$ cat src/rtl/mem_arbiter_pkg.sv
// Shared definitions for the memory port arbiter.
//   arb_state_t        : arbiter FSM states (IDLE waits for a request, BUSY owns the slave)
//   idx_width()        : number of bits needed to hold a port index
//   DEFAULT_ERROR_DATA : read data handed back when a transaction times out
package mem_arbiter_pkg;

  typedef enum logic {
    IDLE = 1'b0,
    BUSY = 1'b1
  } arb_state_t;

  localparam logic [31:0] DEFAULT_ERROR_DATA = 32'hDEADBEEF;

  // A single port still needs a 1-bit index so vectors never collapse to zero width.
  function automatic int idx_width(input int n);
    if (n < 2) return 1;
    return $clog2(n);
  endfunction

endpackage

$ cat src/rtl/rr_arbiter.sv
// Combinational round-robin picker.
//   i_req   : request vector, one bit per port
//   i_ptr   : port with highest priority this round
//   o_grant : first requesting port at or after i_ptr, wrapping modulo NUM_PORTS
//   o_valid : at least one port is requesting
module rr_arbiter
  import mem_arbiter_pkg::*;
#(
  parameter int NUM_PORTS = 2,
  parameter int IDX_W     = idx_width(NUM_PORTS)
) (
  input  logic [NUM_PORTS-1:0] i_req,
  input  logic [IDX_W-1:0]     i_ptr,
  output logic [IDX_W-1:0]     o_grant,
  output logic                 o_valid
);

  logic [IDX_W-1:0] w_idx;

  // Scan from the farthest offset down to offset 0 so the requester
  // closest to the pointer is the last one written and therefore wins.
  always_comb begin
    o_grant = '0;
    o_valid = 1'b0;
    w_idx   = '0;
    for (int off = NUM_PORTS - 1; off >= 0; off--) begin
      w_idx = IDX_W'((int'(i_ptr) + off) % NUM_PORTS);
      if (i_req[w_idx]) begin
        o_grant = w_idx;
        o_valid = 1'b1;
      end
    end
  end

endmodule

$ cat src/rtl/mem_port_arbiter.sv
// N-master to 1-slave memory port arbiter with round-robin fairness,
// request latching, per-port error pulse and optional bus timeout.
//   clk, reset          : single clock, synchronous active-high reset
//   port_read/write     : per-master request strobes, held until port_response
//   port_address        : packed, port i at [i*ADDR_WIDTH +: ADDR_WIDTH]
//   port_write_data     : packed, port i at [i*DATA_WIDTH +: DATA_WIDTH]
//   port_read_data      : packed registered read data per master
//   port_response       : one-cycle completion pulse per master
//   port_error          : one-cycle pulse with port_response on a timed-out transaction
//   mem_read/mem_write  : registered slave strobes, held for the whole transaction
//   mem_address         : registered slave address
//   mem_write_data      : registered slave write data
//   mem_read_data       : slave read data, valid with mem_response
//   mem_response        : slave completion pulse
//   dbg_state           : current FSM state (0 = IDLE, 1 = BUSY)
//
// Handshake: a master raises read or write and keeps address/data stable until
// it sees its port_response pulse; the arbiter latches everything at grant time
// and ignores the master inputs until completion. The slave sees a held strobe
// and ends the transaction with a single-cycle mem_response.
module mem_port_arbiter
  import mem_arbiter_pkg::*;
#(
  parameter int NUM_PORTS      = 2,
  parameter int ADDR_WIDTH     = 32,
  parameter int DATA_WIDTH     = 32,
  parameter int TIMEOUT_CYCLES = 0,
  parameter logic [DATA_WIDTH-1:0] ERROR_DATA = DATA_WIDTH'(DEFAULT_ERROR_DATA)
) (
  input  logic                             clk,
  input  logic                             reset,
  input  logic [NUM_PORTS-1:0]             port_read,
  input  logic [NUM_PORTS-1:0]             port_write,
  input  logic [NUM_PORTS*ADDR_WIDTH-1:0]  port_address,
  input  logic [NUM_PORTS*DATA_WIDTH-1:0]  port_write_data,
  output logic [NUM_PORTS*DATA_WIDTH-1:0]  port_read_data,
  output logic [NUM_PORTS-1:0]             port_response,
  output logic [NUM_PORTS-1:0]             port_error,
  output logic                             mem_read,
  output logic                             mem_write,
  output logic [ADDR_WIDTH-1:0]            mem_address,
  output logic [DATA_WIDTH-1:0]            mem_write_data,
  input  logic [DATA_WIDTH-1:0]            mem_read_data,
  input  logic                             mem_response,
  output logic                             dbg_state
);

  localparam int          IDX_W        = idx_width(NUM_PORTS);
  localparam bit          TIMEOUT_EN   = (TIMEOUT_CYCLES > 0);
  localparam logic [31:0] TIMEOUT_LAST = TIMEOUT_EN ? 32'(TIMEOUT_CYCLES - 1) : 32'd0;
  localparam logic [IDX_W-1:0] LAST_PORT = IDX_W'(NUM_PORTS - 1);

  arb_state_t             r_state, w_state_nxt;
  logic [IDX_W-1:0]       r_grant, w_grant_nxt;
  logic [IDX_W-1:0]       r_ptr, w_ptr_nxt;
  logic [31:0]            r_cnt, w_cnt_nxt;
  logic                   r_mem_read, w_mem_read_nxt;
  logic                   r_mem_write, w_mem_write_nxt;
  logic [ADDR_WIDTH-1:0]  r_mem_addr, w_mem_addr_nxt;
  logic [DATA_WIDTH-1:0]  r_mem_wdata, w_mem_wdata_nxt;
  logic [NUM_PORTS-1:0]   r_resp, w_resp_nxt;
  logic [NUM_PORTS-1:0]   r_err, w_err_nxt;
  logic [DATA_WIDTH-1:0]  r_rdata     [NUM_PORTS];
  logic [DATA_WIDTH-1:0]  w_rdata_nxt [NUM_PORTS];

  logic [ADDR_WIDTH-1:0]  w_addr_arr  [NUM_PORTS];
  logic [DATA_WIDTH-1:0]  w_wdata_arr [NUM_PORTS];
  logic [NUM_PORTS-1:0]   w_req;
  logic [IDX_W-1:0]       w_arb_idx;
  logic                   w_arb_valid;
  logic                   w_timeout_hit;

  // Unpack the flat master buses into per-port views.
  for (genvar g = 0; g < NUM_PORTS; g++) begin : g_ports
    assign w_addr_arr[g]  = port_address[g*ADDR_WIDTH +: ADDR_WIDTH];
    assign w_wdata_arr[g] = port_write_data[g*DATA_WIDTH +: DATA_WIDTH];
    assign port_read_data[g*DATA_WIDTH +: DATA_WIDTH] = r_rdata[g];
  end

  assign w_req = port_read | port_write;

  rr_arbiter #(
    .NUM_PORTS (NUM_PORTS),
    .IDX_W     (IDX_W)
  ) u_rr_arbiter (
    .i_req   (w_req),
    .i_ptr   (r_ptr),
    .o_grant (w_arb_idx),
    .o_valid (w_arb_valid)
  );

  // r_cnt counts BUSY cycles already spent, so the last allowed cycle is
  // the one where it equals TIMEOUT_CYCLES-1.
  assign w_timeout_hit = TIMEOUT_EN && (r_cnt == TIMEOUT_LAST);

  always_comb begin
    w_state_nxt     = r_state;
    w_grant_nxt     = r_grant;
    w_ptr_nxt       = r_ptr;
    w_cnt_nxt       = r_cnt;
    w_mem_read_nxt  = r_mem_read;
    w_mem_write_nxt = r_mem_write;
    w_mem_addr_nxt  = r_mem_addr;
    w_mem_wdata_nxt = r_mem_wdata;
    w_resp_nxt      = '0;
    w_err_nxt       = '0;
    w_rdata_nxt     = r_rdata;
    case (r_state)
      IDLE: begin
        if (w_arb_valid) begin
          w_grant_nxt     = w_arb_idx;
          w_mem_addr_nxt  = w_addr_arr[w_arb_idx];
          w_mem_wdata_nxt = w_wdata_arr[w_arb_idx];
          // Write takes precedence when a master raises both strobes.
          w_mem_write_nxt = port_write[w_arb_idx];
          w_mem_read_nxt  = port_read[w_arb_idx] & ~port_write[w_arb_idx];
          w_cnt_nxt       = 32'd0;
          w_state_nxt     = BUSY;
        end
      end
      BUSY: begin
        // A response on the timeout cycle still counts as a clean completion.
        if (mem_response || w_timeout_hit) begin
          w_resp_nxt[r_grant] = 1'b1;
          w_err_nxt[r_grant]  = ~mem_response;
          if (r_mem_read) begin
            w_rdata_nxt[r_grant] = mem_response ? mem_read_data : ERROR_DATA;
          end
          w_mem_read_nxt  = 1'b0;
          w_mem_write_nxt = 1'b0;
          w_ptr_nxt       = (r_grant == LAST_PORT) ? '0 : r_grant + 1'b1;
          w_state_nxt     = IDLE;
        end else begin
          w_cnt_nxt = r_cnt + 32'd1;
        end
      end
      default: w_state_nxt = IDLE;
    endcase
  end

  always_ff @(posedge clk) begin
    if (reset) begin
      r_state     <= IDLE;
      r_grant     <= '0;
      r_ptr       <= '0;
      r_cnt       <= 32'd0;
      r_mem_read  <= 1'b0;
      r_mem_write <= 1'b0;
      r_mem_addr  <= '0;
      r_mem_wdata <= '0;
      r_resp      <= '0;
      r_err       <= '0;
      r_rdata     <= '{default: '0};
    end else begin
      r_state     <= w_state_nxt;
      r_grant     <= w_grant_nxt;
      r_ptr       <= w_ptr_nxt;
      r_cnt       <= w_cnt_nxt;
      r_mem_read  <= w_mem_read_nxt;
      r_mem_write <= w_mem_write_nxt;
      r_mem_addr  <= w_mem_addr_nxt;
      r_mem_wdata <= w_mem_wdata_nxt;
      r_resp      <= w_resp_nxt;
      r_err       <= w_err_nxt;
      r_rdata     <= w_rdata_nxt;
    end
  end

  assign mem_read       = r_mem_read;
  assign mem_write      = r_mem_write;
  assign mem_address    = r_mem_addr;
  assign mem_write_data = r_mem_wdata;
  assign port_response  = r_resp;
  assign port_error     = r_err;
  assign dbg_state      = logic'(r_state);

endmodule
$ cat config.mk
export PLATFORM = sky130hd
export DESIGN_NAME = mem_port_arbiter
export DESIGN_NICKNAME = d
export VERILOG_FILES = /design/src/rtl/mem_arbiter_pkg.sv /design/src/rtl/rr_arbiter.sv /design/src/rtl/mem_port_arbiter.sv
export SDC_FILE = /design/constraint.sdc
export NUM_CORES = 1
export LEC_CHECK = 0
export ABC_AREA = 1
export ABC_CLOCK_PERIOD_IN_PS = 1600
export CAP_MARGIN = 30
export CORE_UTILIZATION = 35
export CTS_BUF_LIST = sky130_fd_sc_hd__clkbuf_16
export DETAILED_ROUTE_END_ITERATION = 8
export GPL_ROUTABILITY_DRIVEN = 0
export GPL_TIMING_DRIVEN = 0
export PLACE_DENSITY = 0.76
export SYNTH_ARGS = -nofsm -noshare
export SYNTH_HDL_FRONTEND = slang
export SYNTH_HIERARCHICAL = 1
export SYNTH_SLANG_ARGS = --single-unit
$ cat constraint.sdc
create_clock -name clk -period 1.6 [get_ports clk]
set_input_delay 0.32 -clock clk [delete_from_list [all_inputs] [get_ports clk]]
set_output_delay 0.32 -clock clk [all_outputs]
set_load 0.005 [all_outputs]
==> results.json, run 1 <==
{
  "timing.rr.end": "port_read_data[45]",
  "die_height_um": 128.7,
  "yosysTopAreaCell": "dfxtp_1",
  "vias": 6526,
  "outcome": "complete, no violations",
  "grt_use_met3_pct": 8.690,
  "period_share_pct": 97.92,
  "htreeDepth": 4,
  "crit_type": "register to output port",
  "endpoint_kind": "output port",
  "routed_wl_um": 21220,
  "path_cells": "clkdlybuf4s50_1",
  "drt-initial-drc-count": 259,
  "whs_path_depth": 5,
  "fin_nets": 1288,
  "fin_skew_ns": 0.005227,
  "powerDensity_nw_per_um2": 941.0,
  "cap_viol_max_count": 0,
  "clk_path_buf_depth": 2,
  "crit_end": "mem_address[25]",
  "ys_ff_latch": 137,
  "core_um2": 15430,
  "synth_area_leaders": "dfxtp_1, a21oi_1, nand2_1, nor2_1, o21ai_0",
  "arrival_ns": 1.25,
  "met1_usage_pct": 27.91,
  "cp-start-kind": "register",
  "fillCellCount": 1417,
  "slew_headroom_pct": 64.31,
  "slew_violations": 0,
  "rows": 45,
  "fin_ws_ns": 0.03322,
  "ys_seq_area_share_pct": 48.82,
  "cts_root_buf": "clkbuf_16",
  "detail_route.vias_per_cell": 4.856,
  "initial_core_util_pct": 36.42,
  "leakagePower_nw": 5.238,
  "timing.rr.start": "dbg_state",
  "avgSynthCellArea_um2": 7.084,
  "final_common_cell": "nand2_1",
  "insertion_delay_ns": 0.42,
  "setup_violations": 0,
  "period_needed_ns": 1.567,
  "drive_above_1_share_pct": 11.93,
  "area_delta_synth_final_pct": 76.73,
  "clk_pin_slew_ns": 0.06,
  "cp_max_fo": 2,
  "multi_input_area_um2": 2604,
  "drc": 0,
  "cts_sinks": 137,
  "grt_pass1_vias": 6256,
  "grt_use_total_pct": 25.30,
  "grt_first_pass_wirelength_um": 32160,
  "path_depth": 1,
  "antenna_left": 0,
  "hold_buffers": 0,
  "portBuffers": 301,
  "gr-total-overflow": 0,
  "fp.dieW_um": 128.7,
  "synth.cell_area_um2": 5618,
  "crit_family": "buffers and inverters",
  "synth_warnings": 6,
  "synth_cell_types": 20,
  "finalHoldViolCount": 0,
  "grt_max_degree": 17,
  "startpoint": "mem_address[25]",
  "rrSetupSlack_ns": 0.10,
  "place_ws_ns": -0.8911,
  "dp_hpwl_um": 15400,
  "rsz0062_at_grt": "false",
  "worst_pin_slew_ns": 0.5354,
  "wl_per_cell_um": 15.79,
  "max_freq_mhz": 638.3,
  "cts_tree": "done",
  "numCtsBuffers": 17,
  "hold_class": "primary input to register",
  "required_ns": 1.28,
  "synth_top_area_share_pct": 48.82,
  "grt_use_met2_pct": 44.90,
  "slowest_delay_ns": 0.49,
  "reg2reg_depth": 7,
  "design_area_um2": 9928,
  "grt_busiest_layer": "met2",
  "fin_util_pct": 64.36,
  "drt_pass1_iterations": 5,
  "vdd_ir_drop_max_mv": 0.6433,
  "layout_common_cells": "nand2_1, clkdlybuf4s50_1, nor2_1",
  "syn_inst": 793,
  "grt_antenna_before_repair": 2,
  "ios": 302,
  "worst-path-buf-inv": 1,
  "slowest_stage": "clkdlybuf4s50_1",
  "regArea_um2": 2760,
  "placed_cell_area_um2": 8901,
  "die-area_um2": 16560
}
## through the flow
step,power [mW],instances,setup TNS (ns),hold slack (ns)
global route,9.737,1344,0,0.3668
floorplan,4.364,794,-0.4105,0.3891
CTS,9.425,1343,0,0.4199
detailed placement,5.374,1306,-81.03,0.4581
finish,9.342,1344,0,0.3393
global placement,5.367,1306,-77.94,0.4487
## cell type report
class                   count  area share (%)
repair buffers            308           31.82
flip-flops and latches    137           27.80
multi-input cells         578           26.23
plain buffers              61           4.902
clock buffers              17           4.285
well taps                 211           2.659
clock inverters            13           1.550
inverters                  18          0.7309
diodes                      1         0.02520
## cells in the mapped netlist, drive strengths merged
cell / count
nand2: 183
nor2: 153
dfxtp: 137
a21oi: 136
o21ai: 66
buf: 35
nand3: 34
clkbuf: 26
inv: 17
or2: 3
clkinv: 1
conb: 1
nor3: 1
## where the power goes
group          total (mW)  switching, mW  internal [mW]
Combinational        1.68          0.773          0.911
Sequential           3.71         0.0974           3.61
Clock                3.95           1.53           2.42
## registers in the layout, summed over array words and instances, names as in the netlist
signal,cells
mem_write_data,32
port_read_data,64
r_grant,1
port_error,2
mem_address,32
r_ptr,1
port_response,2
dbg_state,1
mem_write,1
mem_read,1
## worst min path at each step
stage	from	endpoint	slack, ns
global placement	port_read_data[41]	port_read_data[41]	0.45
CTS	port_read[0]	mem_read	0.42
global route	port_write[1]	mem_write	0.37
finish	port_write[1]	mem_write	0.34
detailed placement	port_read_data[44]	port_read_data[44]	0.46
floorplan	reset	mem_read	0.39
## what timing repair did
item                                    4_1_cts  5_1_grt
endpoints found under the setup margin      185      173
cloned                                        2        0
pin swaps                                     4        1
buffers inserted                              5        0
resized for setup                           189       77
## worst reg2reg max path, cell delays in order, from the launching register on
cell	delay [ns]
dfxtp_2	0.35
nand2_2	0.16
nor2_2	0.07
nand2_2	0.20
clkinv_2	0.23
buf_6	0.20
nor2_1	0.12
nor2_1	0.06
## metal layers
layer / up-vias / wire (um)
li1: 3228 / -
met4: 0 / 487
met1: 2996 / 8326
met2: 263 / 10670
met3: 39 / 1743
met5: - / 0
## logic make-up (layout without fill, tap and decap cells)
group           after synthesis  in the layout  share of synthesized area, %
compound gates              202            202                         18.00
simple gates                374            374                         26.24
other cells                   1              3                       0.06675
flops                       137            137                         48.82
buf+inv                      79            417                         6.882
Power figures use the tool's default switching activity.
==> inputs of run 2 (changes only) <==
--- a/config.mk
+++ b/config.mk
@@ -6,14 +6,14 @@
 export NUM_CORES = 1
 export LEC_CHECK = 0
 export ABC_AREA = 1
-export ABC_CLOCK_PERIOD_IN_PS = 1600
+export ABC_CLOCK_PERIOD_IN_PS = 1900
 export CAP_MARGIN = 30
-export CORE_UTILIZATION = 35
+export CORE_UTILIZATION = 42
 export CTS_BUF_LIST = sky130_fd_sc_hd__clkbuf_16
 export DETAILED_ROUTE_END_ITERATION = 8
 export GPL_ROUTABILITY_DRIVEN = 0
 export GPL_TIMING_DRIVEN = 0
-export PLACE_DENSITY = 0.76
+export PLACE_DENSITY = 0.85
 export SYNTH_ARGS = -nofsm -noshare
 export SYNTH_HDL_FRONTEND = slang
 export SYNTH_HIERARCHICAL = 1
==> constraint.sdc (replaced) <==
create_clock -name clk -period 1.9 [get_ports clk]
set_input_delay 0.38 -clock clk [delete_from_list [all_inputs] [get_ports clk]]
set_output_delay 0.38 -clock clk [all_outputs]
set_load 0.005 [all_outputs]
==> results.json, run 2 (synthesis results as in run 1) <==
{
  "insertion_delay_ns": 0.43,
  "detail_route.vias_per_cell": 5.051,
  "fin_skew_ns": 0.009187,
  "cap_viol_max_count": 0,
  "fillCellCount": 1054,
  "vdd_ir_drop_max_mv": 0.5855,
  "worst_pin_slew_ns": 0.5112,
  "diodes": 0,
  "drc": 0,
  "finalHoldViolCount": 0,
  "fin_nets": 1281,
  "slew_violations": 0,
  "grt_use_total_pct": 29.57,
  "leakagePower_nw": 3.736,
  "fin_total_pwr_mw": 7.474,
  "max_freq_mhz": 540.9,
  "fp.dieW_um": 117.7,
  "grt_first_pass_wirelength_um": 32280,
  "outcome": "complete, no violations",
  "cts_root_buf": "clkbuf_16",
  "clk_path_buf_depth": 2,
  "cts_sinks": 137,
  "clk_pin_slew_ns": 0.06,
  "die_height_um": 117.7,
  "initial_core_util_pct": 43.80,
  "cp_max_fo": 10,
  "arrival_ns": 2.16,
  "rrSetupSlack_ns": 0.35,
  "grt_use_met3_pct": 7.510,
  "rows": 41,
  "numCtsBuffers": 17,
  "htreeDepth": 4,
  "largest_register_ff_count": 64,
  "drt_pass1_iterations": 6,
  "vias": 6561,
  "setup_violations": 0,
  "grt_pass1_vias": 6398,
  "routed_wl_um": 20620,
  "grt_antenna_before_repair": 0,
  "grt_busiest_layer": "met2",
  "wl_per_cell_um": 15.87,
  "ios": 302,
  "cts_tree": "done",
  "period_needed_ns": 1.849,
  "rsz0062_at_grt": "true",
  "fin_ws_ns": 0.05114,
  "required_ns": 2.21,
  "drt-initial-drc-count": 573,
  "place_ws_ns": -0.6095,
  "dp_hpwl_um": 15010,
  "grt_max_degree": 17,
  "cp-start-kind": "primary input",
  "area_delta_synth_final_pct": 67.64,
  "layout_common_cells": "clkdlybuf4s50_1, nand2_1, nor2_1",
  "final_common_cell": "clkdlybuf4s50_1",
  "drive_above_1_share_pct": 6.034,
  "met1_usage_pct": 33.70,
  "core_um2": 12820,
  "endpoint_kind": "register",
  "antenna_left": 0,
  "die-area_um2": 13840,
  "period_share_pct": 97.31,
  "portBuffers": 301,
  "grt_use_met2_pct": 51.62,
  "holdWs_ns": 0.4749,
  "gr-total-overflow": 0,
  "slew_headroom_pct": 65.81,
  "crit_type": "primary input to register",
  "powerDensity_nw_per_um2": 793.6,
  "hold_class": "register to register"
}
## run 2: metrics by stage
step	cells	util [%]	TNS, ns	area, um2
after floorplan	794	-	0	5622
after global placement	1267	69.00	-40.07	8850
after detailed placement	1267	69.00	-42.22	8850
after CTS	1299	73.17	0	9384
after global routing	1299	73.43	-0.004446	9418
final	1299	73.43	0	9418
## run 2: repair_timing
action                                  CTS  global route
hold buffers                              0             0
gates resized for setup                   8            41
endpoints found under the setup margin   39            46
pin swaps                                 0             0
setup buffers                             0             0
## run 2: critical path: stages
cell and delay [ns]:
clkdlybuf4s50_1 0.41, or2_2 0.30, or2_1 0.25, inv_1 0.08, nor2_1 0.08, buf_4 0.19, buf_2 0.19, o21ai_1 0.19
a21oi_1 0.07
## run 2: final cells by class
| cell class | instances | area (um2) | area share (%) |
|---|---|---|---|
| Multi-Input combinational cell | 578 | 2502 | 26.57 |
| Buffer | 61 | 354.1 | 3.760 |
| Sequential cell | 137 | 2743 | 29.12 |
| Tap cell | 172 | 215.2 | 2.285 |
| Inverter | 18 | 68.82 | 0.7307 |
| Clock buffer | 17 | 425.4 | 4.517 |
| Timing Repair Buffer | 301 | 3013 | 31.99 |
| Clock inverter | 15 | 96.34 | 1.023 |
## run 2: where the power goes
| group | switching (mW) | internal [mW] | leakage, nW |
|---|---|---|---|
| clock network | 1.22 | 1.75 | 0.271 |
| registers | 0.0917 | 3.04 | 1.12 |
| logic | 0.610 | 0.767 | 2.34 |
## run 2: path summary, 6_finish.rpt
| kind | startpoint | end | cells after the start |
|---|---|---|---|
| worst max-delay path | port_write[0] | mem_write_data[5] | 9 |
| worst min-delay path | port_read_data[57] | port_read_data[57] | 2 |
| worst max register to register | dbg_state | port_read_data[17] | 6 |
| worst min register to register | port_read_data[57] | port_read_data[57] | 2 |
## run 2: metal layers
| layer | vias to the layer above | part of all wire, % |
|---|---|---|
| met5 | - | 0 |
| met4 | 0 | 3.0 |
| met3 | 43 | 7.5 |
| met2 | 306 | 50 |
| met1 | 3003 | 39 |
| li1 | 3209 | - |
